[src/rtl/wash_sequencer.sv]
// Wash program sequencer: steps the valve, motor and drain pump through the fill/wash/rinse/spin phases.
// Optional level sensor early FILL exit is built when FILL_SENSOR_EN is defined.
module wash_sequencer #(
  parameter int unsigned FILL_TIME   = 1,
  parameter int unsigned WASH_TIME   = 9,
  parameter int unsigned RINSE_TIME  = 3,
  parameter int unsigned RINSE_LOOPS = 2,
  parameter int unsigned DRAIN_TIME  = 1,
  parameter int unsigned SPIN_TIME   = 3,
  parameter int unsigned TW          = 8
) (
  input  logic          cp,
  input  logic          reset,
  input  logic          tick,
  input  logic          run,
  input  logic          start,
  input  logic          clear,
  input  logic [2:0]    mode,
`ifdef FILL_SENSOR_EN
  input  logic          levelFull,
`endif
  output logic [2:0]    phase,
  output logic [TW-1:0] phaseRemain,
  output logic [TW-1:0] totalRemain,
  output logic [1:0]    rinseLeft,
  output logic          valve,
  output logic          motor,
  output logic          motorFast,
  output logic          drain,
  output logic          hadFinish
);

  localparam int unsigned WASH_SUM  = FILL_TIME + WASH_TIME + DRAIN_TIME;
  localparam int unsigned RINSE_SUM = RINSE_LOOPS * (FILL_TIME + RINSE_TIME + DRAIN_TIME);

  typedef enum logic [2:0] {
    PH_IDLE  = 3'd0,
    PH_FILL  = 3'd1,
    PH_WASH  = 3'd2,
    PH_DRAIN = 3'd3,
    PH_RINSE = 3'd4,
    PH_SPIN  = 3'd5,
    PH_DONE  = 3'd6
  } phase_e;

  phase_e          phase_q, phase_d;
  logic            seg_rinse_q, seg_rinse_d;   // FILL/DRAIN belong to a rinse loop
  logic [1:0]      sel_q, sel_d;               // latched {rinse, spin} selection
  logic [1:0]      rleft_q, rleft_d;
  logic [TW-1:0]   prem_q, prem_d;
  logic [TW-1:0]   trem_q, trem_d;

  logic [2:0]      mode_eff_c;
  logic            active_c;
  logic            count_c;
  logic            expire_c;
  logic            fill_full_c;
  logic            can_start_c;
  phase_e          adv_phase_c;
  logic            adv_rinse_c;
  logic [1:0]      adv_rleft_c;
  logic [1:0]      rleft_dec_c;
  logic [TW-1:0]   start_total_c;
  phase_e          start_phase_c;
  logic            start_rinse_c;

  function automatic logic [TW-1:0] phase_dur(input phase_e p);
    case (p)
      PH_FILL:  phase_dur = TW'(FILL_TIME);
      PH_WASH:  phase_dur = TW'(WASH_TIME);
      PH_DRAIN: phase_dur = TW'(DRAIN_TIME);
      PH_RINSE: phase_dur = TW'(RINSE_TIME);
      PH_SPIN:  phase_dur = TW'(SPIN_TIME);
      default:  phase_dur = '0;
    endcase
  endfunction

  assign mode_eff_c  = (mode == 3'b000) ? 3'b111 : mode;
  assign active_c    = (phase_q != PH_IDLE) && (phase_q != PH_DONE);
  assign count_c     = tick && run && active_c;
  assign expire_c    = count_c && (prem_q <= TW'(1));
  assign can_start_c = (phase_q == PH_IDLE) || (phase_q == PH_DONE);
  assign rleft_dec_c = (rleft_q != 2'd0) ? rleft_q - 2'd1 : 2'd0;

`ifdef FILL_SENSOR_EN
  assign fill_full_c = (phase_q == PH_FILL) && run && levelFull;
`else
  assign fill_full_c = 1'b0;
`endif

  // Program load values for an accepted start
  always_comb begin
    start_total_c = '0;
    start_phase_c = PH_SPIN;
    start_rinse_c = 1'b0;
    if (mode_eff_c[2]) start_total_c = start_total_c + TW'(WASH_SUM);
    if (mode_eff_c[1]) start_total_c = start_total_c + TW'(RINSE_SUM);
    if (mode_eff_c[0]) start_total_c = start_total_c + TW'(SPIN_TIME);
    if (mode_eff_c[2]) begin
      start_phase_c = PH_FILL;
    end else if (mode_eff_c[1]) begin
      start_phase_c = PH_FILL;
      start_rinse_c = 1'b1;
    end
  end

  // Phase that follows the current one when it runs out
  always_comb begin
    adv_phase_c = PH_DONE;
    adv_rinse_c = seg_rinse_q;
    adv_rleft_c = rleft_q;
    case (phase_q)
      PH_FILL:  adv_phase_c = seg_rinse_q ? PH_RINSE : PH_WASH;
      PH_WASH: begin
        adv_phase_c = PH_DRAIN;
        adv_rinse_c = 1'b0;
      end
      PH_RINSE: begin
        adv_phase_c = PH_DRAIN;
        adv_rinse_c = 1'b1;
      end
      PH_DRAIN: begin
        if (seg_rinse_q) begin
          adv_rleft_c = rleft_dec_c;
          if (rleft_dec_c != 2'd0) begin
            adv_phase_c = PH_FILL;
          end else begin
            adv_phase_c = sel_q[0] ? PH_SPIN : PH_DONE;
            adv_rinse_c = 1'b0;
          end
        end else if (sel_q[1]) begin
          adv_phase_c = PH_FILL;
          adv_rinse_c = 1'b1;
        end else begin
          adv_phase_c = sel_q[0] ? PH_SPIN : PH_DONE;
        end
      end
      PH_SPIN: begin
        adv_phase_c = PH_DONE;
        adv_rinse_c = 1'b0;
      end
      default: adv_phase_c = phase_q;
    endcase
  end

  // Next-state: clear > start > level/tick advance > counted tick
  always_comb begin
    phase_d     = phase_q;
    seg_rinse_d = seg_rinse_q;
    sel_d       = sel_q;
    rleft_d     = rleft_q;
    prem_d      = prem_q;
    trem_d      = trem_q;
    if (clear) begin
      phase_d     = PH_IDLE;
      seg_rinse_d = 1'b0;
      rleft_d     = 2'd0;
      prem_d      = '0;
      trem_d      = '0;
    end else if (start && can_start_c) begin
      phase_d     = start_phase_c;
      seg_rinse_d = start_rinse_c;
      sel_d       = mode_eff_c[1:0];
      rleft_d     = mode_eff_c[1] ? 2'(RINSE_LOOPS) : 2'd0;
      prem_d      = phase_dur(start_phase_c);
      trem_d      = start_total_c;
    end else if (fill_full_c || expire_c) begin
      phase_d     = adv_phase_c;
      seg_rinse_d = adv_rinse_c;
      rleft_d     = adv_rleft_c;
      prem_d      = phase_dur(adv_phase_c);
      if (fill_full_c) begin
        trem_d = (trem_q > prem_q) ? trem_q - prem_q : '0;
      end else begin
        trem_d = (trem_q != '0) ? trem_q - TW'(1) : '0;
      end
      if (adv_phase_c == PH_DONE) trem_d = '0;
    end else if (count_c) begin
      prem_d = (prem_q != '0) ? prem_q - TW'(1) : '0;
      trem_d = (trem_q != '0) ? trem_q - TW'(1) : '0;
    end
  end

  always_ff @(posedge cp) begin
    if (reset) begin
      phase_q     <= PH_IDLE;
      seg_rinse_q <= 1'b0;
      sel_q       <= 2'b00;
      rleft_q     <= 2'd0;
      prem_q      <= '0;
      trem_q      <= '0;
    end else begin
      phase_q     <= phase_d;
      seg_rinse_q <= seg_rinse_d;
      sel_q       <= sel_d;
      rleft_q     <= rleft_d;
      prem_q      <= prem_d;
      trem_q      <= trem_d;
    end
  end

  // Actuators follow the registered phase but drop immediately on pause
  assign phase       = phase_q;
  assign phaseRemain = prem_q;
  assign totalRemain = trem_q;
  assign rinseLeft   = rleft_q;
  assign valve       = run && (phase_q == PH_FILL);
  assign motor       = run && ((phase_q == PH_WASH) || (phase_q == PH_RINSE) || (phase_q == PH_SPIN));
  assign motorFast   = run && (phase_q == PH_SPIN);
  assign drain       = run && ((phase_q == PH_DRAIN) || (phase_q == PH_SPIN));
  assign hadFinish   = (phase_q == PH_DONE);

endmodule

[config.mk]
export PLATFORM = sky130hd
export DESIGN_NAME = wash_sequencer
export DESIGN_NICKNAME = d
export VERILOG_FILES = /design/src/rtl/wash_sequencer.sv
export SDC_FILE = /design/constraint.sdc
export NUM_CORES = 1
export LEC_CHECK = 0
export CAP_MARGIN = 0
export CELL_PAD_IN_SITES_DETAIL_PLACEMENT = 1
export CELL_PAD_IN_SITES_GLOBAL_PLACEMENT = 2
export CORE_MARGIN = 10
export CORE_UTILIZATION = 35
export DETAILED_ROUTE_END_ITERATION = 7
export DONT_BUFFER_PORTS = 1
export GPL_ROUTABILITY_DRIVEN = 0
export PLACE_DENSITY_LB_ADDON = 0.1
export SLEW_MARGIN = 15
export SYNTH_ARGS = -nofsm -noshare
export SYNTH_HDL_FRONTEND = slang
export SYNTH_SLANG_ARGS = --single-unit
export TNS_END_PERCENT = 10
[constraint.sdc]
create_clock -name cp -period 2.64 [get_ports cp]
set_input_delay 0.132 -clock cp [delete_from_list [all_inputs] [get_ports cp]]
set_output_delay 0.132 -clock cp [all_outputs]
set_load 0.02 [all_outputs]
## Word level (Yosys, flattened, before mapping)

Cells that the tools add are included.

| storage, ports and cells | value |
|---|---|
| register bits after elaboration | 24 |
| input port bits | 9 |
| output and inout port bits | 26 |
| logic and storage cells | 105 |

| cells by class | value |
|---|---|
| add/sub/neg operators | 5 |
| magnitude comparators | 1 |
| equality and inequality tests | 18 |
| muxes and demuxes | 39 |
| bitwise operators | 1 |
| reduce and logical (&&, ||, !) cells | 35 |

Operator list:

| operator | count |
|---|---|
| two-way mux 8 bit | 11 |
| two-way mux 3 bit | 9 |
| == test 3 bit, second input constant | 8 |
| case mux 4 bit (3 select lines) | 2 |
| == test 3 x 2 -> 1 bit, second input constant | 6 |
| nonzero test 8 bit | 2 |
| subtractor 8 x 1 -> 8 bit, second input constant | 2 |
| two-way mux 2 bit | 7 |
| OR reduction 2 bit | 7 |
| case mux 3 bit (4 select lines) | 1 |
| nonzero test 2 bit | 5 |
| == test 3 x 1 -> 1 bit, second input constant | 3 |
| logical AND 1 bit | 9 |
| adder 8 x 2 -> 8 bit, second input constant | 1 |
| adder 8 x 4 -> 8 bit, second input constant | 1 |
| <= comparator 8 x 1 -> 1 bit, second input constant | 1 |
| two-way mux 1 bit | 7 |
| logical NOT 3 bit | 2 |
| nonzero test 3 bit | 2 |
| logical OR 1 bit | 4 |
| two-way mux 4 bit | 1 |
| AND reduction 2 bit | 2 |
| nonzero test 4 bit | 1 |
| inequality test 3 bit, second input constant | 1 |
| 4 further kinds | 4 |

## Logic depth before layout (Yosys ltp)

Gate-level depths: netlist of run 1.

| logic depth | value |
|---|---|
| depth after elaboration | 11 |
| mapped depth | 11 |

## Least setup slack after synthesis of run 1

Ideal clock, no wire load.

| path | value |
|---|---|
| kind | reg-to-reg |
| start point | register prem_q[2] (netlist: phaseRemain[2]) |
| end point | register trem_q[1] (netlist: totalRemain[1]) |
| arrival time | 2.086 ns |
| data required time | 2.512 ns |
| path slack | 0.426 ns |
| stages on the path, launching flop included | 7 |
| clock period less this slack | 2.214 ns |
| cell sequence | dfxtp_1 or4_4 or3_4 nor3_4 a31oi_2 a221oi_2 nor2_1 |

| between the ends | value |
|---|---|
| cells in the longest elaborated chain, start to end | 4 |
| elaborated cells on any way between the ends | 5 |
| classes of those cells | order compare (1); mux (2); reduce/logical (2) |

RTL lines:

| item | line | source |
|---|---|---|
| from (decl) | 50 | `logic [TW-1:0] prem_q, prem_d;` |
| from (signal assigned) | 197 | `prem_q <= prem_d;` |
| <= comparator 8 x 1 -> 1 bit (*) | 81 | `assign expire_c = count_c && (prem_q <= TW'(1));` |
| logical AND 1 bit (*) | 81 |  |
| two-way mux 8 bit | 167 | `end else if (fill_full_c \|\| expire_c) begin` |
| two-way mux 8 bit | 160 | `end else if (start && can_start_c) begin` |
| to (signal assigned) | 198 | `trem_q <= trem_d;` |
| to (decl) | 51 | `logic [TW-1:0] trem_q, trem_d;` |

Mark *: on every way between the ends. The rest lies on a longest branch, timed or not.
A chain may end at the register's enable or synchronous reset.

## Final worst setup path of run 1

| path | value |
|---|---|
| start point | register prem_q[5] (netlist: phaseRemain[5]) |
| end point | register trem_q[1] (netlist: totalRemain[1]) |

Same word-level chain as after synthesis.

==> results of run 1 <==
## worst paths after layout
check	startpoint	slack, ns	to	cells past startpoint
hold / removal	clear	0.11	sel_q[0]	3
hold reg to reg	sel_q[0]	0.54	sel_q[0]	2
setup reg to reg	phaseRemain[5]	0.26	totalRemain[1]	6
setup / recovery	phaseRemain[5]	0.26	totalRemain[1]	6
## layer usage
layer,up-vias,track usage (%)
li1,836,-
met1,833,15.9
met2,32,22.9
met3,2,3.24
met4,0,1.59
met5,-,0
## registers in the layout, summed over array words and instances (netlist names)
name,count
phase,3
phaseRemain,8
rinseLeft,2
seg_rinse_q,1
sel_q,2
totalRemain,8
## layout make-up
type	count	area (sq um)	share of cell area (%)
Multi-Input combinational cell	188	1140	59.8
Clock buffer	3	41.3	2.16
Inverter	9	33.8	1.77
Timing Repair Buffer	13	100	5.23
Tap cell	67	83.8	4.38
Sequential cell	24	480	25.1
Clock inverter	1	30.0	1.57
## power breakdown
group / leakage (nW) / internal [mW] / switching [mW]
Clock: 0.0357 / 0.203 / 0.127
Combinational: 0.512 / 0.0882 / 0.143
Sequential: 0.195 / 0.377 / 0.0305
Total: 0.742 / 0.668 / 0.301
## through the flow
stage                     cells  hold WS (ns)  instance area [sq um]  utilization (%)
final                       305         0.106                   1910             40.5
after global routing        305         0.135                   1910             40.5
after CTS                   305         0.106                   1910             40.5
after detailed placement    300         0.212                   1830             38.8
after global placement      300         0.206                   1830             38.8
after floorplan             233         0.205                   1710                -
## cell usage in the layout (no fill, tap or decap), types with 4 or more instances in the layout
cell,instances
sky130_fd_sc_hd__a211oi_1,4
sky130_fd_sc_hd__a21oi_1,20
sky130_fd_sc_hd__a31oi_1,4
sky130_fd_sc_hd__buf_4,12
sky130_fd_sc_hd__dfxtp_1,24
sky130_fd_sc_hd__ha_1,8
sky130_fd_sc_hd__inv_1,9
sky130_fd_sc_hd__nand2_1,24
sky130_fd_sc_hd__nand3_1,12
sky130_fd_sc_hd__nor2_1,35
sky130_fd_sc_hd__nor3_1,9
sky130_fd_sc_hd__o21ai_0,10
sky130_fd_sc_hd__or2_2,4
sky130_fd_sc_hd__xor2_1,5
## cells by family (layout without fill, tap and decap cells)
| kind of cell | count (synthesis) | count (layout) | synth area share, % |
|---|---|---|---|
| buffers and inverters | 21 | 26 | 5.19 |
| AND/OR/NAND/NOR | 106 | 106 | 30.3 |
| adder cells (fa/ha/maj) | 9 | 9 | 6.43 |
| AO/OA/AOI/OAI | 62 | 62 | 24.2 |
| flip-flops | 24 | 24 | 28.0 |
| XOR/XNOR | 8 | 8 | 4.09 |
| multiplexers | 3 | 3 | 1.75 |
## critical path, delay by kind of cell (launching register included)
family	cells	cell delay, ns
flip-flops	1	0.41
AO/OA/AOI/OAI	2	0.62
AND/OR/NAND/NOR	4	1.25
==> results.txt, run 1 <==
The top-level I/O count came out at 35. The maximum ir drop on the vdd rail came out at 0.189 mV. For the finished layout, the period the worst path requires is 2.38 ns. The most instantiated flip-flop cell in the synthesis netlist is sky130_fd_sc_hd__dfxtp_1. The number of different library cells in the post-synthesis netlist came out at 52. The global-route total usage across every layer is 13.0%. The clock arrives with 0.00264 ns of skew. The die boundary height is 90.0 um. The routed design has 5430 um of wire. The number of remaining DRC errors is 0. Along the worst path, the maximum fanout reaches 10.

For this run, the slowest stage of the critical path takes 0.48 ns. For this run the aggregate overflow at the end of global routing stands at 0. TritonCTS built the clock tree. In the final timing run, aggregate negative setup slack is 0 ns. Timing would allow up to 0.420 GHz.

The wire length on met1 came out at 2500 um. The core area came out at 0.00472 sq mm. The share of the synthesized area in the top cell type came out at 28.0%. Detailed placement ended at an HPWL of 4240 um.

STA classifies the critical path endpoint as a register. The fraction of final layout cells with drive strength greater than 1 is 11.3%. Summed over all cells, the static leakage comes to 0.742 nW. The worst-case setup slack after placement came out at 0.273 ns. The total met3 wirelength after detailed routing came out at 263 um. By area the synthesized netlist is led by sky130_fd_sc_hd__dfxtp_1, sky130_fd_sc_hd__nor2_1, sky130_fd_sc_hd__a21oi_1, sky130_fd_sc_hd__ha_1, sky130_fd_sc_hd__nand2_1. The post-synthesis average cell area came out at 7.35 sq um. For this design, the sink count on the clock tree is 24. The detailed-routed wire length on met2 came out at 2660 um. Summed over all instances, the cell type with the most area after synthesis is sky130_fd_sc_hd__dfxtp_1. In the synthesized netlist, the number of instances is 233. The slowest stage of the critical path belongs to the cell sky130_fd_sc_hd__or4_4. The number of global-route vias before repair came out at 1800. The post-synthesis register bit count is 24.

The clock-pin slew on the worst setup and hold paths is 0.09 ns. In this run the tool buffered the top-level ports with 0 buffer cells. The maximum number of pins on one net before global-route repair is 18.

The synthesis warning total came out at 0. The initial detailed-routing violation count is 60. For this run, the register share of the synthesized area comes to 28.0%. The die covers 0.00809 sq mm. The final worst-path cycle share is 90.2%. Gates resized during post-CTS repair numbered 0. The async set or reset register ratio after synthesis is 0%. The final total power came out at 0.969 mW.

The net count reported at finish is 256. The setup-violating endpoint count in the final report is 0. The total number of H-tree levels came out at 1.

The worst setup path is of the reg -> reg kind. The number of antenna violations at the first check in global routing is 0. The final hold violation count was 0.

The routed via count divided by cell count is 5.58. After detailed routing, no signal wire sits above met4. Power spread over the standard cell area amounts to 507 mW/mm^2.

STA puts the critical path data arrival time at 2.54 ns. The worst max-slew margin expressed relative to the limit came out at 50.9%. Traced cell by cell, the critical path runs through or4_4, or3_4, nor3_4, a31oi_2, a221oi_2, nor2_1. The most common cell in the netlist is sky130_fd_sc_hd__nor2_1. The initialized floorplan defines 25 standard-cell rows. Setup slack on the critical path of the routed design comes to 0.258 ns. For the worst setup path, the data required time is 2.80 ns. After synthesis, the most frequently instantiated cells are sky130_fd_sc_hd__nor2_1, sky130_fd_sc_hd__dfxtp_1, sky130_fd_sc_hd__nand2_1. The number of vias after detailed routing is 1703. The initial utilization of the core area, before any placement, comes to 36.3%.

The clock insertion delay at the later pin of the skew report came out at 0.27 ns. The total clock buffers created by CTS is 3. Buffers inserted to repair hold after CTS numbered 1. The synthesized net count came out at 250. The width of the die came out at 90.0 um. The area added between synthesis and finish came out at 11.7%. The total count of max-transition violations in the final report came out at 0. The number of nets with antenna violations after routing came out at 0.

Setup repair after global routing left no endpoint under its margin. The post-synthesis instance area came out at 0.00171 sq mm. The first global-routing pass estimated 9080 um of wire.

The filler cells instantiated in the layout total 613. 0 antenna diodes ended up in the layout. The number of iterations in the first detailed-routing pass is 4. The flow ran to the end, and the final reports show no timing, DRC or antenna violations. Clock tree synthesis selected as its root buffer the cell sky130_fd_sc_hd__clkbuf_8. The number of enable-type register cells in the synthesized netlist is 0. Dividing the detail-routed wire length by the instance count gives 17.8 um. The maximum root-to-sink buffer count came out at 2. For the pin with the worst max-slew slack, the measured transition is 0.725 ns. The worst hold path belongs to the class in -> reg.

The number of maximum-capacitance constraint violations came out at 0. The number of buffers inserted by post-CTS setup repair is 0. The sort of element at the start of the critical path is a register.
Power figures use the tool's default switching activity.
==> run 2, diff against run 1 <==
--- a/config.mk
+++ b/config.mk
@@ -13,6 +13,7 @@
 export DETAILED_ROUTE_END_ITERATION = 7
 export DONT_BUFFER_PORTS = 1
 export GPL_ROUTABILITY_DRIVEN = 0
+export GPL_TIMING_DRIVEN = 0
 export PLACE_DENSITY_LB_ADDON = 0.1
 export SLEW_MARGIN = 15
 export SYNTH_ARGS = -nofsm -noshare
==> constraint.sdc (replaced) <==
create_clock -name cp -period 2.64 [get_ports cp]
set_input_delay 0.396 -clock cp [delete_from_list [all_inputs] [get_ports cp]]
set_output_delay 0.396 -clock cp [all_outputs]
set_load 0.02 [all_outputs]
==> results.txt, run 2 (synthesized netlist as in run 1, its figures left out) <==
The routed via count divided by cell count came to 5.63 (+0.74%). The average wire per standard cell came out at 18.5 um (+4.1%). The tree is rooted in a sky130_fd_sc_hd__clkbuf_8. The switching power summed over all nets came out at 0.313 mW (+4.1%). The slew of the pin with the lowest slew margin is 0.742 ns (+0.0178 ns). The setup-violating endpoint count in the final report is 0 (unchanged). The clock skew after layout was 0.00435 ns (+0.00170 ns). The net count reported at finish was 255 (-0.39%). The final worst slack is 0.129 ns (-0.129 ns). The post-placement cell area came out at 0.00180 sq mm (-1.9%). The endpoint identified for the worst register-to-register timing path is totalRemain[1]. The static power due to leakage is 0.701 nW (-5.6%). The area growth from synthesis to layout is 10.2%. The remaining global-route overflow is 0 (unchanged). The cell area after layout is 0.00189 sq mm (-1.3%). The kind of path behind the tightest hold check is in -> reg. The worst setup path is captured at a register.

The final hold violation count is 0 (unchanged). The width of the die is 90.0 um (unchanged). The total length of routed wires is 5630 um (+3.8%). The number of inserted filler cells in the final layout is 595 (-2.9%). The starting density of the core came out at 36.3% (unchanged).

The clock share of power came out at 34.6% (+0.5 points). The area of the die came out at 0.00809 sq mm (unchanged). The number of iterations in the first detailed-routing pass came out at 4 (unchanged).

The initial detailed-routing violation count came out at 60 (unchanged). The power density over cell area is 518 mW/mm^2 (+2.1%). The number of nets with antenna violations after routing is 0 (unchanged). The final hold slack was 0.180 ns (+0.0733 ns). The total of buffers placed on input and output ports is 0 (unchanged). The sequential group share of total power came out at 42.7% (+0.6 points).

The worst path arrival time is 2.66 ns (+0.12 ns). After global routing, the most crowded layer is met2. The sort of element at the start of the critical path is a register. The clock insertion delay at the later pin of the skew report is 0.27 ns (about the same). The met1 routing resource usage after global routing is 15.6% (-0.32 points). The critical path starts at phase[2]. The worst-case setup slack after placement came out at 0.0500 ns (-0.223 ns).

The filler-free cell count of the finished design came out at 304 (-0.33%). The commonest non-fill, non-tap cell in the layout is sky130_fd_sc_hd__nor2_1. The number of instances in the placed design is 300 (unchanged). The core area came out at 0.00472 sq mm (unchanged). The global-route wire length before repair is 9120 um (+0.45%). The number of antenna violations at the first check in global routing is 0 (unchanged).

The routing usage on met2 came out at 22.9% (unchanged). The critical path class is reg -> reg. The worst hold path depth is 1 (-2).

The critical path required time was 2.79 ns (about the same). The peak clock frequency supported by timing was 0.398 GHz (-5.1%). The flow ran to the end, and the final reports show no timing, DRC or antenna violations. The internal power summed over all cells came out at 0.664 mW (-0.67%). The worst max-slew margin expressed relative to the limit came out at 49.7% (-1.2 points).

The number of remaining DRC errors is 0 (unchanged). The combinational fraction of design power is 22.7% (-1.2 points). The maximum ir drop on the vdd rail is 0.269 mV (+42%). The final total power was 0.977 mW (+0.81%). The path with the worst hold slack has its endpoint at sel_q[0]. The antenna diode instance count is 0 (unchanged). The maximum fanout count along the critical path is 10 (unchanged). The reg-to-reg setup timing slack is 0.13 ns (-0.13 ns). The total number of H-tree levels is 1 (unchanged). The top-level I/O count is 35 (unchanged).

The switching fraction of total power is 32.1% (+1.0 points). The depth of the most critical reg-to-reg path came out at 9 (+3). The final cell utilization of the core is 40.0% (-0.53 points). The final worst-path cycle share is 95.1% (+4.9 points). The minimum period implied by the final worst setup slack is 2.51 ns (+0.129 ns). The global-route total usage across every layer was 13.4% (+0.36 points).

The number of vias after detailed routing came out at 1710 (+0.41%). The die boundary height came to 90.0 um (unchanged). The number of cell rows came out at 25 (unchanged). The final setup TNS is 0 ns (unchanged). The global routing usage on met3 came out at 4.16% (+0.91 points).

The startpoint identified for the worst hold timing path is reset. Leaving out fill and tap cells, the most frequent cells in the layout are sky130_fd_sc_hd__nor2_1, sky130_fd_sc_hd__nand2_1, sky130_fd_sc_hd__dfxtp_1. The total count of max-transition violations in the final report came to 0 (unchanged). The number of global-route vias before repair is 1760 (-2.2%). The clock-pin slew on the worst setup and hold paths came out at 0.10 ns (about the same). The maximum number of pins on one net before global-route repair came out at 15 (-3). The HPWL reported at the end of detailed placement came out at 4400 um (+3.7%). The total clock buffers created by CTS came out at 3 (unchanged).

The number of maximum-capacitance constraint violations is 0 (unchanged). The fraction of final layout cells with drive strength greater than 1 came out at 8.44% (-2.9 points). The maximum root-to-sink buffer count was 2 (unchanged).

TritonCTS built the clock tree. The count of clock tree sinks is 24 (unchanged). The launch instance of the worst register-to-register path is phase[2].
-- run 2: cell count changes in the layout (fill, tap and decap cells not counted), sizes merged --
cell         change
dlygate4sd3      -1
clkbuf           +8
buf              -8
-- run 2: worst max path at each step --
| stage | to | slack (ns) |
|---|---|---|
| CTS | totalRemain[1] | 0.02 |
| finish | totalRemain[1] | 0.13 |
| global route | totalRemain[1] | -0.005 |
| detailed placement | totalRemain[1] | 0.05 |
| floorplan | totalRemain[1] | 0.43 |
| global placement | totalRemain[1] | 0.05 |
-- run 2: final cells by class --
| type | instances | area, sq um | area share, % |
|---|---|---|---|
| Sequential cell | 24 | 480 | 25.4 |
| Tap cell | 67 | 83.8 | 4.44 |
| Inverter | 9 | 33.8 | 1.79 |
| Clock inverter | 1 | 30.0 | 1.59 |
| Buffer | 12 | 55.1 | 2.92 |
| Clock buffer | 3 | 41.3 | 2.19 |
| Multi-Input combinational cell | 188 | 1160 | 61.6 |
-- run 2: worst max-delay path, stage by stage (launching register included) --
cell and delay (ns):
sky130_fd_sc_hd__dfxtp_1 0.47, sky130_fd_sc_hd__buf_2 0.26, sky130_fd_sc_hd__xor2_1 0.17, sky130_fd_sc_hd__o211ai_4 0.37, sky130_fd_sc_hd__and2_0 0.18, sky130_fd_sc_hd__clkbuf_1 0.27
sky130_fd_sc_hd__buf_2 0.31, sky130_fd_sc_hd__nor2_1 0.08, sky130_fd_sc_hd__a221oi_2 0.21, sky130_fd_sc_hd__nor2_1 0.06
-- run 2: what timing repair did --
item	in CTS	in global routing
endpoints found under the setup margin	0	8
setup buffers	0	0
resized for setup	0	3
hold buffers	0	0
-- run 2: layer usage --
layer | part of all wire, % | wire [um] | vias up
li1 | - | - | 841
met1 | 44 | 2490 | 830
met2 | 48 | 2730 | 33
met3 | 6.1 | 342 | 6
met4 | 1.2 | 68 | 0
met5 | 0 | 0 | -
-- run 2: power by group through the flow --
| stage | clock [mW] | combinational (mW) | sequential [mW] |
|---|---|---|---|
| after floorplan | 0 | 0.171 | 0.417 |
| after global placement | 0 | 0.213 | 0.425 |
| after detailed placement | 0 | 0.221 | 0.426 |
| after CTS | 0.348 | 0.222 | 0.418 |
| after global routing | 0.364 | 0.252 | 0.422 |
| final | 0.338 | 0.222 | 0.417 |
==> run 3, diff against run 2 <==
==> constraint.sdc (replaced) <==
create_clock -name cp -period 2.64 [get_ports cp]
set_input_delay 0.132 -clock cp [delete_from_list [all_inputs] [get_ports cp]]
set_output_delay 0.132 -clock cp [all_outputs]
set_load 0.02 [all_outputs]
==> results.txt, run 3 (synthesized netlist as in run 1, its figures left out) <==
The starting density of the core came to 36.3% (unchanged). The final hold slack is 0.101 ns (-0.0789 ns). The global-route wire length before repair is 9150 um (+0.31%). The number of nets with antenna violations after routing is 0 (unchanged). The final worst slack is 0.128 ns (-0.000717 ns).

The power density over cell area came out at 516 mW/mm^2 (-0.35%). The critical path required time is 2.79 ns (about the same). The met1 routing resource usage after global routing came out at 15.6% (+0.048 points). The count of clock tree sinks came out at 24 (unchanged). Traced cell by cell, the critical path runs through buf_2, xor2_1, o211ai_4, and2_0, clkbuf_1, buf_2, nor2_1, a221oi_2, nor2_1. The worst hold path depth came out at 3 (+2). In the layout the commonest cells are sky130_fd_sc_hd__nor2_1, sky130_fd_sc_hd__nand2_1, sky130_fd_sc_hd__dfxtp_1. The combinational fraction of design power came out at 22.8% (about the same).

The launch instance of the worst register-to-register path is phase[2]. The worst path arrival time came to 2.66 ns (about the same). The fraction of final layout cells with drive strength greater than 1 came out at 8.40% (-0.035 points). The maximum number of pins on one net before global-route repair is 15 (unchanged). The routed via count divided by cell count is 5.62 (about the same). The total of buffers placed on input and output ports is 0 (unchanged).

The minimum period implied by the final worst setup slack came out at 2.51 ns (+0.000717 ns). The average wire per standard cell came to 18.5 um (-0.19%). Compared with the post-synthesis result, the final layout area differs by 10.8%. The largest stage delay on the critical path is 0.47 ns (about the same).

The worst setup path is captured at a register. The maximum root-to-sink buffer count is 2 (unchanged). TritonCTS built the clock tree. The reg-to-reg setup timing slack came out at 0.13 ns (about the same).

The setup path with the least slack is of type reg -> reg. The maximum fanout count along the critical path came out at 10 (unchanged). The internal power summed over all cells is 0.665 mW (+0.15%).

The setup-violating endpoint count in the final report came to 0 (unchanged). The end point of the most critical hold path is sel_q[0]. The total area of multi-input combinational cells is 0.00116 sq mm (unchanged). The antenna diode instance count is 0 (unchanged). The clock share of power was 34.6% (about the same). The top-level I/O count came to 35 (unchanged). The clock insertion delay at the later pin of the skew report came to 0.27 ns (about the same). The global routing stage identified its most utilized layer as met2. The clock skew after layout was 0.00435 ns (+0.0000000200 ns).

The worst-case setup slack after placement is 0.0500 ns (unchanged). The clock-pin slew on the worst setup and hold paths came out at 0.10 ns (about the same). The number of remaining DRC errors came out at 0 (unchanged). The number of global-route vias before repair came out at 1770 (+0.57%). The net count reported at finish came out at 256 (+0.39%). The width of the die is 90.0 um (unchanged).

The combined flip-flop and latch cell area is 480 sq um (unchanged). The buffer type at the clock tree root is sky130_fd_sc_hd__clkbuf_8. The depth of the most critical reg-to-reg path is 9 (unchanged).

The commonest non-fill, non-tap cell in the layout is sky130_fd_sc_hd__nor2_1. The run finished with clean final reports. The number of antenna violations at the first check in global routing came out at 0 (unchanged).

The final worst-path cycle share came out at 95.2% (about the same). For this design, the slowest cell found on the critical path is sky130_fd_sc_hd__dfxtp_1. The peak clock frequency supported by timing was 0.398 GHz (about the same). The final hold violation count is 0 (unchanged). The final setup TNS came out at 0 ns (unchanged).

The sort of element at the start of the critical path is a register. The initial detailed-routing violation count is 67 (+12%). The number of instances in the placed design came out at 300 (unchanged).

The global routing usage on met3 is 4.16% (unchanged). The filler-free cell count of the finished design is 305 (+0.33%). The routing usage on met2 is 22.9% (+0.061 points).

The area of the die is 0.00809 sq mm (unchanged). The number of vias after detailed routing is 1715 (+0.29%). The total count of max-transition violations in the final report is 0 (unchanged). The total buffers and inverters traversed by the critical path was 3 (unchanged). The HPWL reported at the end of detailed placement came to 4400 um (unchanged). The core area was 0.00472 sq mm (unchanged). The worst max-slew margin expressed relative to the limit is 49.6% (-0.073 points).

The worst hold path begins at clear. The endpoint identified for the worst register-to-register timing path is totalRemain[1]. The sequential group share of total power came out at 42.6% (about the same). The switching fraction of total power is 32.1% (about the same). The final cell utilization of the core is 40.2% (+0.21 points). The number of maximum-capacitance constraint violations was 0 (unchanged). The number of iterations in the first detailed-routing pass was 4 (unchanged). The switching power summed over all nets is 0.314 mW (+0.23%).

The number of inserted filler cells in the final layout came to 594 (-0.17%). The total clock buffers created by CTS came out at 3 (unchanged). The path class of the tightest hold or removal check is in -> reg. The number of cell rows came to 25 (unchanged). The static power due to leakage is 0.705 nW (+0.60%). The total length of routed wires is 5640 um (+0.14%). The die boundary height is 90.0 um (unchanged).

The global-route total usage across every layer came to 13.4% (+0.034 points). The total number of H-tree levels is 1 (unchanged). The slew of the pin with the lowest slew margin is 0.744 ns (+0.00108 ns). The remaining global-route overflow came out at 0 (unchanged). The maximum ir drop on the vdd rail came out at 0.269 mV (about the same).

Grouping stages by cell kind, the critical path spends the most delay in buffers and inverters.
==> run 3: per-stage QoR <==
stage	cell area, sq um	total power [mW]
finish	1900	0.979
global route	1900	1.04
CTS	1880	0.989
detailed placement	1800	0.647
global placement	1800	0.638
floorplan	1710	0.588
==> run 3: worst register-to-register path, stage by stage, from the launching register on <==
cell and delay [ns]:
sky130_fd_sc_hd__dfxtp_1 0.47, sky130_fd_sc_hd__buf_2 0.27, sky130_fd_sc_hd__xor2_1 0.17, sky130_fd_sc_hd__o211ai_4 0.37
sky130_fd_sc_hd__and2_0 0.18, sky130_fd_sc_hd__clkbuf_1 0.27, sky130_fd_sc_hd__buf_2 0.31, sky130_fd_sc_hd__nor2_1 0.08
sky130_fd_sc_hd__a221oi_2 0.21, sky130_fd_sc_hd__nor2_1 0.06
==> run 3: how the worst max path moves through the flow <==
stage	start	end	cells after the start
2_1_floorplan	phaseRemain[2]	totalRemain[1]	6
3_3_place_gp	phase[2]	totalRemain[1]	9
3_5_place_dp	phase[2]	totalRemain[1]	9
4_1_cts	phase[2]	totalRemain[1]	9
5_1_grt	phase[2]	totalRemain[1]	9
6_report	phase[2]	totalRemain[1]	9
==> run 3: metal layers <==
layer / wire (um) / vias to the layer above / part of all wire [%]
met1: 2480 / 831 / 44
met2: 2730 / 35 / 48
met3: 355 / 6 / 6.3
li1: - / 843 / -
met4: 68 / 0 / 1.2
met5: 0 / - / 0
==> run 3: power by group through the flow <==
stage	clock network (mW)	registers [mW]	logic (mW)
after floorplan	0	0.417	0.171
after detailed placement	0	0.426	0.221
final	0.339	0.417	0.223
after global placement	0	0.425	0.213
after global routing	0.364	0.422	0.253
after CTS	0.348	0.418	0.224
==> run 3: layout make-up <==
class                      instances  area share (%)
inverter                           9            1.78
multi-input combinational        188            61.3
sequential                        24            25.3
clock inverter                     1            1.58
buffer                            12            2.90
tap                               67            4.42
clock buffer                       3            2.18
timing repair buffer               1           0.527
==> run 3: repair_timing <==
action                                  in CTS  in global routing
hold buffers                                 1                  0
endpoints found under the hold margin        2                  0
buffers inserted                             0                  0
endpoints found under the setup margin       0                  8
resized for setup                            0                  3
